===== config.mk =====
export PLATFORM = sky130hd
export DESIGN_NAME = mem_stream_reader
export DESIGN_NICKNAME = d
export VERILOG_FILES = /design/src/rtl/mem_stream_reader.sv
export SDC_FILE = /design/constraint.sdc
export NUM_CORES = 1
export LEC_CHECK = 0
export ABC_AREA = 1
export CORE_MARGIN = 5
export CORE_UTILIZATION = 51
export CTS_CLUSTER_SIZE = 30
export DETAILED_ROUTE_END_ITERATION = 10
export PLACE_DENSITY_LB_ADDON = 0.08
export SYNTH_ARGS = -nofsm -noshare
export SYNTH_HDL_FRONTEND = slang
export SYNTH_SLANG_ARGS = --single-unit

===== constraint.sdc =====
create_clock -name clock -period 2.8 [get_ports clock]
set_clock_uncertainty 0.05 [all_clocks]
set_input_delay 0.56 -clock clock [delete_from_list [all_inputs] [get_ports clock]]
set_output_delay 0.56 -clock clock [all_outputs]
set_load 0.01 [all_outputs]

===== src/rtl/mem_stream_reader.sv =====
// Streams `length` consecutive RAM words from `base_addr` (mod DEPTH) onto a valid/ready port.
// Optional read-and-clear build: define MEM_STREAM_READER_CLEAR_EN.
module mem_stream_reader #(
  parameter int WIDTH = 8,
  parameter int DEPTH = 64,
  localparam int AW = $clog2(DEPTH)
) (
  input  logic             clock,
  input  logic             reset,
  input  logic             start,
  input  logic [AW-1:0]    base_addr,
  input  logic [AW:0]      length,
  output logic             busy,
  output logic             done,
  output logic [AW-1:0]    mem_addr,
  output logic             mem_wr_en,
  output logic [WIDTH-1:0] mem_data,
  input  logic [WIDTH-1:0] mem_q,
  output logic [WIDTH-1:0] out_data,
  output logic             out_valid,
  input  logic             out_ready
);
  localparam logic [1:0] S_IDLE   = 2'd0;
  localparam logic [1:0] S_RUN    = 2'd1;
  localparam logic [1:0] S_FINISH = 2'd2;

  logic [1:0]       state;
  logic [AW-1:0]    addr;     // next address to issue
  logic [AW-1:0]    addr_q;   // last issued address, held on mem_addr when idle
  logic [AW:0]      cnt;      // reads still to issue
  logic             pend;     // read issued last cycle, mem_q valid now
  logic [1:0]       occ;
  logic [WIDTH-1:0] fifo [2];
  logic             rd_ptr, wr_ptr;
  logic             pop, issue, last_pop;
  logic [2:0]       demand;

  assign pop       = out_valid && out_ready;
  assign out_valid = (occ != 2'd0);
  assign out_data  = fifo[rd_ptr];
  assign busy      = (state == S_RUN);
  assign done      = (state == S_FINISH);

  // Issue only if the word can land in the FIFO: occupancy after this edge stays <= 2.
  assign demand   = {1'b0, occ} + {2'b0, pend};
  assign issue    = (state == S_RUN) && (cnt != '0) && (demand <= ({2'b0, pop} + 3'd1));
  assign last_pop = (cnt == '0) && !pend && (occ == 2'd1) && pop;

  assign mem_addr = issue ? addr : addr_q;
  assign mem_data = '0;
`ifdef MEM_STREAM_READER_CLEAR_EN
  assign mem_wr_en = issue;
`else
  assign mem_wr_en = 1'b0;
`endif

  always_ff @(posedge clock) begin
    if (reset) begin
      state   <= S_IDLE;
      addr    <= '0;
      addr_q  <= '0;
      cnt     <= '0;
      pend    <= 1'b0;
      occ     <= 2'd0;
      rd_ptr  <= 1'b0;
      wr_ptr  <= 1'b0;
      fifo[0] <= '0;
      fifo[1] <= '0;
    end else begin
      case (state)
        S_IDLE: if (start) begin
          addr  <= base_addr;
          cnt   <= length;
          state <= (length == '0) ? S_FINISH : S_RUN;
        end
        S_RUN:    if (last_pop) state <= S_FINISH;
        S_FINISH: state <= S_IDLE;
        default:  state <= S_IDLE;
      endcase
      if (issue) begin
        addr_q <= addr;
        addr   <= (addr == AW'(DEPTH - 1)) ? '0 : addr + 1'b1;
        cnt    <= cnt - 1'b1;
      end
      pend <= issue;
      if (pend) begin
        fifo[wr_ptr] <= mem_q;
        wr_ptr       <= ~wr_ptr;
      end
      if (pop) rd_ptr <= ~rd_ptr;
      occ <= occ + {1'b0, pend} - {1'b0, pop};
    end
  end
endmodule


==> run metrics, run 1 <==
PD cells 644 mW/mm2; Simple-Gate Fraction of Synth Area 24.6%; CP arrival 2260 ps; Setup WS pre-CTS -721 ps; Synth area leaders dfxtp_1 23%, edfxtp_1 20%, nand2_1 10%, inv_1 8.3%, nor2_1 6.9%; Tot GR Track Use 18.4%; H-tree Lvls 2; most common cell after layout, fill and taps aside nand2_1; first-pass GRT wire length 9180 um; HP Start rd_ptr; final setup TNS -192 ps; worst vdd ir 0.397 mV; sequential share of power 38.3%; vias in the first global route 2063; Area Growth Syn to Fin 37.7%; CTS hold repair buffers 0; post-synthesis adder-cell area fraction 4.04%; I/O Buffers 41; XOR/XNOR Fraction of Synth Area 1.86%; clk sink count 43; Initial Util 53.3%; highest clock rate 0.348 GHz; final std cells w/o fill 437; clock power share 18.8%; failing checks setup timing; residual DRC count 0; Multi-input gate area 0.00115 mm2; sw frac 35.2%; Core Area 0.00441 mm2; Vias/cell 4.86; Ys Warns 0; GPL Wtd Cong 0.801; share of layout cells above drive strength 1 24.9%; Leakage 1.55 nW; Fillers 333; sequential area share after synthesis 43.4%; Die W 77.9 um; Post-Route WL 5420 um; Crit Path Category in2out; synthesized instance count 309; Root Driver clkbuf_8; hpwl dp 3510 um; post-synthesis register bit count 43; Reg2Reg Launch Point occ[0]; routed via count 2126; grt ovf 0; status finished, violations left; largest net degree at the start of global routing 18; Top-Level Pins 51; setup ws final -72.9 ps; Tcrit/Tclk final 103%; area share of the largest cell type after synthesis 23.0%; CTS max path bufs 2; dpl cells 409; count of cell types in the netlist 30; FF/Latch Area 0.00102 mm2; syn_area_per_cell 7.61 um2; MaxCap Viol Count 0; initial detailed-routing violation count 120; num rows 24; Worst-path clk slew 80 ps; Final ANT Viol Nets 0; worst-skew pair later-pin latency 290 ps; largest family of logic cells by synthesized area simple AND/OR/NAND/NOR gates; Req. time, crit path 2190 ps; Compound-Gate Fraction of Synth Area 8.19%; drt first pass iters 4; DIE AREA 0.00607 mm2; combinational share of power 42.9%; Switching Power 0.000734 W; diode count 0; final hold vios 0; Startpoint Class input port; drt wl/cell 12.4 um; multiplexer area fraction after synthesis 3.83%; most frequent cells in the layout 54 x nand2_1, 47 x inv_1, 43 x nor2_1; final-stage net count 416; initial antenna violation count 0; internal power 0.00135 W; Synth area leader dfxtp_1; TritonCTS buffer count 5; class of the worst hold path reg2reg; Slew Limit Fails 0; crit path launch out_ready; unrepaired setup endpoints after global routing true; R2R Setup Slk 0 ps; endpoints failing setup 7; maximum fanout along the worst path 4; Tmin final 2870 ps; CTS tree done; Min Hold Slack 408 ps; synthesized area 0.00235 mm2; Die Y 77.9 um; Crit. End Element output port
stage by stage:
step	area [um2]	power, W	util [%]
detailed placement	2870	0.00151	65.0
global placement	2870	0.00149	65.0
CTS	3160	0.00202	71.6
floorplan	2380	0.00125	-
finish	3240	0.00209	73.4
global route	3240	0.00223	73.4
area by class of cell:
type                            instances  area share [%]
Clock buffer                            6            2.24
Clock inverter                          2           0.386
Inverter                               53            6.14
Multi-Input combinational cell        203            35.6
Sequential cell                        43            31.6
Tap cell                               52            2.01
Timing Repair Buffer                   78            22.0
power groups by stage:
stage	Clock (W)	Combinational, W	Sequential (W)
floorplan	0	0.000470	0.000780
global placement	0	0.000697	0.000798
detailed placement	0	0.000706	0.000799
CTS	0.000403	0.000822	0.000794
global route	0.000425	0.000995	0.000811
finish	0.000393	0.000894	0.000798
state kept, by name (all words and copies together) (netlist names), named ones only:
signal,cells
fifo,16
cnt,7
addr,6
addr_q,6
occ,2
state,2
pend,1
rd_ptr,1
wr_ptr,1
path summary, 6_finish.rpt:
path / to / cells past startpoint
hold / removal: flip-flop / 1
hold reg to reg: flip-flop / 1
setup reg to reg: addr_q[4] / 21
setup / recovery: mem_addr[4] / 14
worst max-delay path, stage by stage:
cell and delay, ps:
clkdlybuf4s15_2 200, nand2_2 80, inv_2 40, fa_1 450
nor2_2 110, nand2_1 60, nand2_1 70, nand2_2 70
buf_4 140, buf_6 110, nor2b_4 120, nand2_2 70
nand2_2 60, buf_6 110
Yosys cell counts (all sizes together):
cell type and n:
nand4 1, o21bai 2, nor2 47, inv 53, xor2 4, a21oi 15
nand3 22, or2 1, nor2b 1, o21ai 19, mux2 8, dfxtp 27
buf 17, edfxtp 16, fa 1, nand2 65, clkbuf 1, ha 6
nor3b 1, conb 1, xnor2 1
repair_timing:
action	in CTS	in global routing
hold endpoints to repair	0	0
setup buffers	15	4
endpoints found under the setup margin	6	7
gates cloned	1	0
pin swaps	7	4
resized for setup	56	12
cell families (layout without fill, tap and decap cells):
kind of cell | Yosys count | after routing
DFF | 43 | 43
xor gates and xnor gates | 5 | 5
and+or+nand+nor | 138 | 138
AOI/OAI and AO/OA | 36 | 36
buffers and inverters | 71 | 139
other | 1 | 9
adders and majority gates | 7 | 7
muxes | 8 | 8
metal layers:
layer  wire (um)  global-route usage, %
met4          74                   6.42
met5           0                      0
met3         295                   4.98
met1        2360                   22.0
met2        2690                   31.8
Power figures use the tool's default switching activity.
==> run 2, diff against run 1 <==
CTS_CLUSTER_SIZE = 25   (was 30)
==> results of run 2 <==
Same layout as run 1: the final DEF is identical, and so are final timing and power.
==> run 3, diff against run 2 <==
CORE_UTILIZATION = 41   (was 51)
==> run 3 against run 2 <==
Non-clock buffer count decreased by 6. Via count decreased by 0.80%. Fmax increased by 1.4%. Critical path type is now reg2out. Final cell count increased by 3.2%. The run still ends with setup timing left. Highest routed layer unchanged. Clock power about the same. Total power decreased by 2.0%. Largest power group unchanged.
==> run metrics, run 3 (synthesized netlist as in run 1, its figures left out) <==
share of layout cells above drive strength 1 21.9% (-3.0 points); clk sink count 43 (unchanged); CTS max path bufs 2 (unchanged); unrepaired setup endpoints after global routing true; final std cells w/o fill 451 (+3.2%); Initial Util 42.5% (-11 points); Leakage 1.52 nW (-2.1%); GR Util met2 25.8% (-6.0 points); Util after Layout 57.5% (-16 points); final instance area 0.00318 mm2 (-1.7%); most frequent cells in the layout 56 x nand2_1, 49 x inv_1, 43 x nor2_1; status finished, violations left; setup ws final -32.5 ps (+40.4 ps); Die W 85.7 um (+10%); gr busiest metal met2; Core Area 0.00554 mm2 (+26%); Top-Level Pins 51 (unchanged); MaxCap Viol Count 0 (unchanged); Tot GR Track Use 15.4% (-3.0 points); largest net degree at the start of global routing 18 (unchanged); Crit. End Element output port; drt first pass iters 4 (unchanged); vias in the first global route 2003 (-2.9%); maximum fanout along the worst path 5 (+1); hold depth 1 (unchanged); DIE AREA 0.00735 mm2 (+21%); grt ovf 0 (unchanged); Largest Register fifo; Vias/cell 4.68 (-3.9%); M3 GR Usage 2.98% (-2.0 points); Worst-path clk slew 80 ps (about the same); Req. time, crit path 2190 ps (about the same); CTS tree done; worst r2r path cells 17 (-19%); Slew Limit Fails 0 (unchanged); routed via count 2109 (-0.80%); Crit Path Category reg2out; FF/Latch Area 0.00103 mm2 (+0.12%); Final ANT Viol Nets 0 (unchanged); initial detailed-routing violation count 91 (-24%); dpl cells 431 (+5.4%); I/O Buffers 41 (unchanged); GPL Wtd Cong 0.797 (-0.50%); Post-Route WL 5420 um (-0.15%); Die Y 85.7 um (+10%); max reg flops 16 (unchanged); endpoints failing setup 5 (-2); Tmin final 2830 ps (-40.4 ps); CP arrival 2220 ps (-40 ps); H-tree Lvls 2 (unchanged); Multi-input gate area 0.00114 mm2 (-0.76%); Setup WS pre-CTS -697 ps (+23.5 ps); first-pass GRT wire length 9070 um (-1.3%); initial antenna violation count 0 (unchanged); worst-skew pair later-pin latency 300 ps (about the same); diode count 0 (unchanged); num rows 27 (+13%); failing checks setup timing; M1 GR Usage 19.6% (-2.4 points); Startpoint Class flip-flop; final hold vios 0 (unchanged); worst vdd ir 0.294 mV (-26%); residual DRC count 0 (unchanged); Root Driver clkbuf_8; PD cells 642 mW/mm2 (-0.28%); final-stage net count 410 (-1.4%); TritonCTS buffer count 5 (unchanged); largest registers fifo x16, cnt x7; most common cell after layout, fill and taps aside nand2_1; CTS hold repair buffers 0 (unchanged); Tcrit/Tclk final 101% (-1.4 points); Area Growth Syn to Fin 35.3%; Placed Area 0.00291 mm2 (+1.4%); Fillers 537 (+61%); highest clock rate 0.353 GHz (+1.4%); Min Hold Slack 406 ps (-2.66 ps); class of the worst hold path reg2reg; drt wl/cell 12.0 um (-3.2%); hpwl dp 3710 um (+5.8%)
[run 3: cell count changes in the layout (fill, tap and decap cells not counted), moves of 2 or more]
cell	change
buf_4	-5
inv_1	+2
nand2_1	+2
dfxtp_2	-2
nand2_2	-2
inv_2	-2
[run 3: worst max-delay path, stage by stage (launching register included)]
cell	delay [ps]
dfxtp_4	370
inv_2	60
nand2_2	60
nand2_2	70
inv_2	40
fa_1	510
nor2_2	40
nand2_1	50
nand2_1	50
nand2_2	80
nand3_4	100
buf_12	160
nand2_1	100
o21ai_4	70
inv_1	50
buf_2	110
[run 3: area by class of cell]
cell class	count	share of cell area, %
clock inverter	2	0.393
timing repair buffer	72	20.1
tap	72	2.83
clock buffer	6	2.28
inverter	53	6.25
sequential	43	32.2
multi-input combinational	203	35.9
[run 3: power breakdown]
group	switching [W]	leakage [nW]	internal, W	total [W]
registers	0.0000680	0.388	0.000729	0.000797
logic	0.000435	1.09	0.000420	0.000855
clock network	0.000218	0.0412	0.000174	0.000392
[run 3: what timing repair did]
item | CTS | global route
endpoints found under the hold margin | 0 | 0
endpoints found under the setup margin | 6 | 6
setup buffers | 11 | 3
pin swaps | 6 | 10
gates resized for setup | 51 | 11
gates cloned | 2 | 0
[run 3: worst paths after layout]
path                  to  slack (ps)  startpoint
max          mem_addr[1]         -30      occ[0]
min reg2reg       rd_ptr         410      rd_ptr
max reg2reg      addr[2]         470      occ[0]
min               rd_ptr         410      rd_ptr
[run 3: stage by stage]
step           total power (W)  TNS [ps]
3_5_place_dp           0.00152     -4050
6_report               0.00204     -88.3
5_1_grt                0.00220     -1080
4_1_cts                0.00206      -704
3_3_place_gp           0.00151     -3810
2_1_floorplan          0.00125         0
[run 3: metal layers]
| metal | share of wire (%) | up-vias |
|---|---|---|
| met3 | 4.9 | 14 |
| met4 | 2.1 | 0 |
| met1 | 47 | 961 |
| met2 | 46 | 53 |
| li1 | - | 1081 |
| met5 | 0 | - |
